**src/rtl/if_fetch_stage.sv**
```systemverilog
// if_fetch_stage: instruction-fetch stage of the pipelined RISC-V core.
// Owns the fetch PC and issues in-order word requests to instruction memory.
// Responses are buffered in a small fetch queue; the queue head drives the
// IF/ID interface. A redirect from a later stage flushes the queue and
// restarts fetch. Responses to requests issued before a redirect are dropped.
// Optional feature: define IF_PERF_CNT_EN to add the perf_fetch_cnt and
// perf_stall_cnt performance counter outputs.
module if_fetch_stage #(
    parameter logic [31:0] RESET_PC = 32'h0000_0000,
    parameter int unsigned FQ_DEPTH = 2
) (
    input  logic        clk,
    input  logic        reset,
    output logic        im_req_valid,
    input  logic        im_req_ready,
    output logic [31:0] im_req_addr,
    input  logic        im_resp_valid,
    input  logic [31:0] im_resp_data,
    input  logic        redirect_valid,
    input  logic [31:0] redirect_pc,
    input  logic        id_ready,
    output logic        id_valid,
    output logic [31:0] id_pc,
    output logic [31:0] id_inst
`ifdef IF_PERF_CNT_EN
    ,
    output logic [31:0] perf_fetch_cnt,
    output logic [31:0] perf_stall_cnt
`endif
);

    localparam int unsigned PTR_W    = $clog2(FQ_DEPTH);
    localparam int unsigned CNT_W    = PTR_W + 1;
    localparam logic [31:0] NOP_INST = 32'h0000_0013;
    localparam logic [CNT_W:0] DEPTH_W = (CNT_W + 1)'(FQ_DEPTH);

    logic [31:0]      fetch_pc_q, fetch_pc_d;
    logic [31:0]      resp_pc_q, resp_pc_d;
    logic [31:0]      fq_pc_q [FQ_DEPTH];
    logic [31:0]      fq_pc_d [FQ_DEPTH];
    logic [31:0]      fq_inst_q [FQ_DEPTH];
    logic [31:0]      fq_inst_d [FQ_DEPTH];
    logic [PTR_W-1:0] rd_ptr_q, rd_ptr_d;
    logic [PTR_W-1:0] wr_ptr_q, wr_ptr_d;
    logic [CNT_W-1:0] count_q, count_d;
    logic [CNT_W-1:0] inflight_q, inflight_d;
    logic [CNT_W-1:0] drop_cnt_q, drop_cnt_d;

    logic             pop;
    logic             accept;
    logic             push;
    logic             drop;
    logic [CNT_W:0]   credit_used;
    logic [31:0]      redirect_pc_aligned;

    // Handshakes, request credit and the IF/ID view of the queue head.
    always_comb begin
        id_valid            = (count_q != '0);
        pop                 = id_valid & id_ready;
        // Entries held plus requests outstanding, counting the head as free
        // when ID takes it this cycle; this bounds the queue so it never overflows.
        credit_used         = {1'b0, count_q} + {1'b0, inflight_q} - {{CNT_W{1'b0}}, pop};
        im_req_valid        = !reset && !redirect_valid && (credit_used < DEPTH_W);
        im_req_addr         = fetch_pc_q;
        accept              = im_req_valid & im_req_ready;
        drop                = im_resp_valid && (drop_cnt_q != '0);
        push                = im_resp_valid && (drop_cnt_q == '0) && !redirect_valid;
        redirect_pc_aligned = {redirect_pc[31:2], 2'b00};
        id_pc               = fq_pc_q[rd_ptr_q];
        id_inst             = id_valid ? fq_inst_q[rd_ptr_q] : NOP_INST;
    end

    // Next-state for PCs, queue storage/pointers and the in-flight bookkeeping.
    always_comb begin
        fetch_pc_d = fetch_pc_q;
        resp_pc_d  = resp_pc_q;
        fq_pc_d    = fq_pc_q;
        fq_inst_d  = fq_inst_q;
        rd_ptr_d   = rd_ptr_q;
        wr_ptr_d   = wr_ptr_q;
        count_d    = count_q;
        drop_cnt_d = drop_cnt_q;
        // No request is accepted during a redirect, so this also holds then.
        inflight_d = inflight_q + CNT_W'(accept) - CNT_W'(im_resp_valid);

        if (redirect_valid) begin
            fetch_pc_d = redirect_pc_aligned;
            resp_pc_d  = redirect_pc_aligned;
            rd_ptr_d   = '0;
            wr_ptr_d   = '0;
            count_d    = '0;
            // Everything still outstanding is stale; a response landing now is
            // discarded immediately and so is not counted again.
            drop_cnt_d = inflight_q - CNT_W'(im_resp_valid);
        end else begin
            if (accept) begin
                fetch_pc_d = fetch_pc_q + 32'd4;
            end
            if (drop) begin
                drop_cnt_d = drop_cnt_q - CNT_W'(1);
            end
            if (push) begin
                fq_pc_d[wr_ptr_q]   = resp_pc_q;
                fq_inst_d[wr_ptr_q] = im_resp_data;
                wr_ptr_d            = wr_ptr_q + PTR_W'(1);
                resp_pc_d           = resp_pc_q + 32'd4;
            end
            if (pop) begin
                rd_ptr_d = rd_ptr_q + PTR_W'(1);
            end
            count_d = count_q + CNT_W'(push) - CNT_W'(pop);
        end
    end

    // State registers with synchronous reset.
    always_ff @(posedge clk) begin
        if (reset) begin
            fetch_pc_q <= RESET_PC;
            resp_pc_q  <= RESET_PC;
            fq_pc_q    <= '{default: RESET_PC};
            fq_inst_q  <= '{default: NOP_INST};
            rd_ptr_q   <= '0;
            wr_ptr_q   <= '0;
            count_q    <= '0;
            inflight_q <= '0;
            drop_cnt_q <= '0;
        end else begin
            fetch_pc_q <= fetch_pc_d;
            resp_pc_q  <= resp_pc_d;
            fq_pc_q    <= fq_pc_d;
            fq_inst_q  <= fq_inst_d;
            rd_ptr_q   <= rd_ptr_d;
            wr_ptr_q   <= wr_ptr_d;
            count_q    <= count_d;
            inflight_q <= inflight_d;
            drop_cnt_q <= drop_cnt_d;
        end
    end

`ifdef IF_PERF_CNT_EN
    logic [31:0] perf_fetch_cnt_q, perf_fetch_cnt_d;
    logic [31:0] perf_stall_cnt_q, perf_stall_cnt_d;

    // Counters see the raw ID handshake, independent of any redirect.
    always_comb begin
        perf_fetch_cnt_d = perf_fetch_cnt_q + 32'(pop);
        perf_stall_cnt_d = perf_stall_cnt_q + 32'(id_valid & !id_ready);
        perf_fetch_cnt   = perf_fetch_cnt_q;
        perf_stall_cnt   = perf_stall_cnt_q;
    end

    // Performance counter registers; they wrap naturally at 2^32.
    always_ff @(posedge clk) begin
        if (reset) begin
            perf_fetch_cnt_q <= '0;
            perf_stall_cnt_q <= '0;
        end else begin
            perf_fetch_cnt_q <= perf_fetch_cnt_d;
            perf_stall_cnt_q <= perf_stall_cnt_d;
        end
    end
`endif

endmodule

```
**config.mk**
```make
export PLATFORM = sky130hd
export DESIGN_NAME = if_fetch_stage
export DESIGN_NICKNAME = d
export VERILOG_FILES = /design/src/rtl/if_fetch_stage.sv
export SDC_FILE = /design/constraint.sdc
export NUM_CORES = 1
export LEC_CHECK = 0
export CORE_AREA = 2 2 144 146
export DETAILED_ROUTE_END_ITERATION = 12
export DIE_AREA = 0 0 146 148
export GPL_TIMING_DRIVEN = 1
export PLACE_DENSITY = 0.7
export SLEW_MARGIN = 20
export SYNTH_ARGS = -nofsm -noshare
export SYNTH_HDL_FRONTEND = slang
export SYNTH_SLANG_ARGS = --single-unit
export TNS_END_PERCENT = 5
```
**constraint.sdc**
```tcl
create_clock -name clk -period 4 [get_ports clk]
set_input_delay 0.8 -clock clk [delete_from_list [all_inputs] [get_ports clk]]
set_output_delay 0.8 -clock clk [all_outputs]
set_load 0.01 [all_outputs]
```
Yosys cells after proc, flatten, opt, wreduce, memory -nomap -nowiden
Cells that the tools add are included.
- register bits after elaboration: 200
- word-level logic and storage cells: 67
- bits of input ports: 70
- output and inout bits: 98
- add/sub/neg operators: 12
- order comparisons: 4
- reductions and logical operators: 16
- mux-type cells: 17
- bitwise operators: 5
- operators with widths (cell ; count):
    32-bit 2-to-1 mux ; 12
    64-bit bitwise mux ; 2
    32-bit by 3-bit adder with 32-bit output, second input constant ; 2
    32-bit demux with 1-bit select ; 1
    2-bit nonzero test ; 5
    1-bit logical AND ; 6
    2-bit by 1-bit subtractor with 2-bit output ; 3
    2-bit by 1-bit adder with 2-bit output ; 2
    2-bit >= comparator, second input constant ; 2
    2-bit 2-to-1 mux ; 2
    1-bit inverter with 2-bit output ; 2
    2-bit by 2-bit adder with 3-bit output ; 1
    3-bit by 2-bit less-than comparator with 1-bit output, second input constant ; 1
    3-bit by 1-bit subtractor with 3-bit output ; 1
    1-bit adder, second input constant ; 2
    1-bit AND ; 2
    1-bit zero test ; 2
    2-bit zero test ; 1
    2-bit by 1-bit less-than comparator with 1-bit output, second input constant ; 1
    2-bit AND reduction ; 1
    2-bit OR reduction ; 1
    2-bit by 1-bit subtractor with 2-bit output, second input constant ; 1
    1-bit inverter ; 1

Depth between registers and ports, before layout
- depth in word-level cells: 8
- mapped depth: 14
- depth with buffers taken out: 13

Worst setup path before layout
No wires, ideal clock.
- kind: input -> register
- start: input id_ready
- end: register fetch_pc_q[30] (netlist: im_req_addr[30])
- arrival: 2.999 ns
- cell stages on the path: 10
- setup slack: 0.881 ns
- buffers on the path: 1
- library setup time: 0.120 ns
- required time: 3.880 ns
- cells stage by stage: xor2_1 nand2_1 fa_1 and4bb_2 and2_1 inv_2 or4_1 buf_2 o21a_1 o31a_1
- longest elaborated chain between the ends: 6
- RTL lines (item ; RTL line ; source):
    start, declared ; 21 ; input logic id_ready,
    1-bit AND ; 59 ; pop = id_valid & id_ready;
    3-bit by 1-bit subtractor with 3-bit output ; 62 ; credit_used = {1'b0, count_q} + {1'b0, inflight_q} - {{CNT_W{1'b0}}, pop};
    3-bit by 2-bit less-than comparator with 1-bit output ; 63 ; im_req_valid = !reset && !redirect_valid && (credit_used < DEPTH_W);
    1-bit logical AND ; 63 ;
    1-bit AND ; 65 ; accept = im_req_valid & im_req_ready;
    2-bit nonzero test (no source line) ; - ;
    end signal, assigned ; 128 ; fetch_pc_q <= fetch_pc_d;
    end, declared ; 37 ; logic [31:0] fetch_pc_q, fetch_pc_d;
Every way passes these cells.
A chain may end at the register's enable or synchronous reset.

Final worst setup path
- start: input id_ready
- end: output im_req_valid
- longest elaborated chain between the ends: 4
- RTL lines (item ; RTL line ; source):
    1-bit AND ; 59 ;
    3-bit by 1-bit subtractor with 3-bit output ; 62 ;
    3-bit by 2-bit less-than comparator with 1-bit output ; 63 ;
    1-bit logical AND ; 63 ;
    end, declared ; 14 ; output logic im_req_valid,
Every way passes these cells.

==> impl_results.md <==
- Worst Path Required: between 3000 and 4000 ps
- Clock latency at the later pin of the worst-skew pair: 430 ps
- Number of clock sinks: ~190
- Clock transition at path regs: approximately 60 ps
- RSZ-0062 raised after global routing: no
- HP Class: flop to flop
- Area delta synth->final: 26.8%
- Layout Skew: about 12 ps
- Final setup vio count: 0
- Vias in the first global route: between 7,000 and 8,000
- Register bit count reported by yosys: roughly 190
- Post-Synth XOR/XNOR Area: roughly 4.6%
- DR iter-0 viols: between 400 and 500
- Simple-gate portion of the synthesized area: 23.6%
- Hpwl dp: about 15,000 µm
- Finished layout cell area: between 0.01 and 0.015 mm²
- Most used flip-flop cell after synthesis: dfxtp_1
- Internal Power: around 3.2 mW
- Final #Nets: 1,314
- Final Routed Wirelength: ~23,000 µm
- Netlist cell types: 49
- Commonest non-fill, non-tap cell in the layout: nand2_1
- Clk buf depth: 2
- First-pass GRT wire length: ~38,000 µm
- PD cells: between 300 and 400 mW/mm²
- Postcts setup bufs: 0
- Die Height: ~150 µm
- Post-cts resize count: 0
- Worst EP arrival: about 2900 ps
- Vias/cell: 5.27
- Rel. slew slack: 42.6%
- Residual DRC count: 0
- Starting density of the core: between 40 and 50%
- Post-route ant nets: 0
- Post-synthesis sequential area ratio: 43.5%
- Net Sw Frac: 26.7%
- Max IR drop VDD: between 300 and 400 µV
- CORE AREA: 0.0200 mm²
- Leak: between 3 and 4 nW
- CTS hold repair buffers: 0
- Router iterations before antenna repair: 5
- Ant diodes: 0
- All-Layer GR Usage: between 20 and 25%
- Max-Cap Viols: 0
- Placed Instance Area: between 0.01 and 0.015 mm²
- Largest family of logic cells by synthesized area: simple AND/OR/NAND/NOR gates
- Worst Tran Pin Value: about 850 ps
- Initial antenna violation count: 0
- Type of origin of the critical path: primary input
- PnR Total Power: between 4 and 5 mW
- Most frequent cells in the layout: nand2_1 (294), dfxtp_1 (191), clkdlybuf4s50_1 (160), a21oi_1 (141), nor2_1 (70)
- Crit path kind: primary input to output port
- I/O pin total: ~170
- Ys Warns: 0
- Routed length per instance: approximately 15 µm
- Clock power share: 38.6%
- Final min period: 3680 ps
- Ys async rst share: 0%
- Die span in x: 146 µm
- Synth Cell Area: ~0.0088 mm²
- H-tree depth reported by CTS: 4
- Max Fclk: ~270 MHz
- Mean Syn Cell Area: 7.92 µm²
- Layout cells sized above 1: ~7.5%
- Gr ovfl total: 0
- CTS tree: done
- Fillers: 1,885
- Synth Area in Adders: 1.36%
- Switching pwr: 1.15 mW
- Die ar.: 0.0216 mm²
- Mux share of post-synthesis cell area: under 10%
- Root Buffer: clkbuf_16
- Setup TNS: 0 ps
- Reg2reg setup slack: a little under 900 ps
- Util after Layout: 56.0%
- Fin. Hold Viols: 0
- Min-Delay Path Depth: 2
- Reg2Reg Depth: 13
- CP endpoint kind: output port
- Cells after Synth: between 1,000 and 1,500
- Register share of total power: between 40% and 50%
- Outcome: completed
- Post-synth EDFFs: 0
- Num CTS Buffers: 17
- Comb pwr share: between 10% and 20%
- Final period utilization: between 90% and 100%
- GPL Wtd Cong: 0.876
- Vias: approximately 8,000
- FP Rows: 52
- Largest net degree at the start of global routing: 77
- Compound-Gate Fraction of Synth Area: between 10% and 20%
- Top fanout value on the critical path: 3
- Number of port buffers: approximately 160
- Slew Limit Fails: 0
-- area by class of cell --
class | instances | area (µm²) | area share, %
inverter | 16 | 60.1 | 0.536
timing repair buffer | 175 | 1740 | 15.5
tap | 270 | 338 | 3.01
sequential | 192 | 3850 | 34.3
clock inverter | 13 | 128 | 1.14
multi-input combinational | 833 | 4650 | 41.5
clock buffer | 19 | 453 | 4.04
-- Yosys cell counts, drive strengths merged, types with 2 or more instances --
cell type  count  area [µm²]
a311oi         2        17.5
a31oi         19         119
xnor2         21         184
nand3         27         135
nor3          14        70.1
and2           7        43.8
nand2        295        1110
mux2          32         360
buf            9        50.0
nor2          71         267
and3          14        88.8
dfxtp        192        3840
or3            5        31.3
nor4           7        58.8
xor2          25         219
nand4         23         150
o21ai         16        80.1
a41oi          3        26.3
or2            2        12.5
a21boi        13        97.6
o31a           4        35.0
o311ai         2        17.5
mux2i         34         340
ha             8         100
o21a          11        82.6
nor4b          2        17.5
a211oi        13        97.6
o211ai         2        15.0
a21oi        141         706
clkbuf        70         263
and4           3        26.3
o22ai          2        12.5
or4            4        33.8
inv           16        60.1
-- flip-flops by register name, summed over array words and instances (netlist names) --
name / cells
resp_pc_q: 30
fq_pc_q: 60
wr_ptr_q: 1
count_q: 2
inflight_q: 2
im_req_addr: 30
fq_inst_q: 64
rd_ptr_q: 1
drop_cnt_q: 2
-- worst paths after layout --
kind / start / endpoint
worst max-delay path: id_ready / im_req_valid
worst max register to register: count_q[1] / inflight_q[0]
worst min-delay path: fq_pc_q[62] / fq_pc_q[62]
worst min register to register: fq_pc_q[62] / fq_pc_q[62]
-- cells by family after synthesis --
group | count (synthesis)
xor gates and xnor gates | 46
adders and majority gates | 9
DFF | 192
other | 1
AOI/OAI and AO/OA | 229
buffers and inverters | 95
muxes | 66
and+or+nand+nor | 479
-- metrics by stage --
stage	setup WS, ps	hold slack (ps)	instances
after detailed placement	237	444	1486
final	322	451	1518
after global placement	265	438	1486
after floorplan	881	433	1120
after CTS	297	454	1518
after global routing	182	468	1518
-- layer usage --
layer	GRT usage, %	vias to the layer above	share of wire (%)
met3	4.57	27	5.6
met5	0	-	0
met1	30.3	3719	48
met2	34.0	218	45
li1	-	4043	-
met4	5.34	0	1.3
-- critical path, cell delays in order --
cell,delay (ps)
clkdlybuf4s50_1,520
xor2_1,150
nand2_1,80
fa_1,380
xor2_1,220
and3_1,190
clkdlybuf4s50_1,540
-- power by group through the flow --
| stage | combinational, mW | sequential (mW) | clock, mW |
|---|---|---|---|
| final | 0.559 | 2.09 | 1.66 |
| after global routing | 0.618 | 2.10 | 1.77 |
| after CTS | 0.560 | 2.09 | 1.70 |
| after detailed placement | 0.557 | 2.13 | 0 |
| after global placement | 0.548 | 2.13 | 0 |
| after floorplan | 0.316 | 2.11 | 0 |
Power figures use the tool's default switching activity.
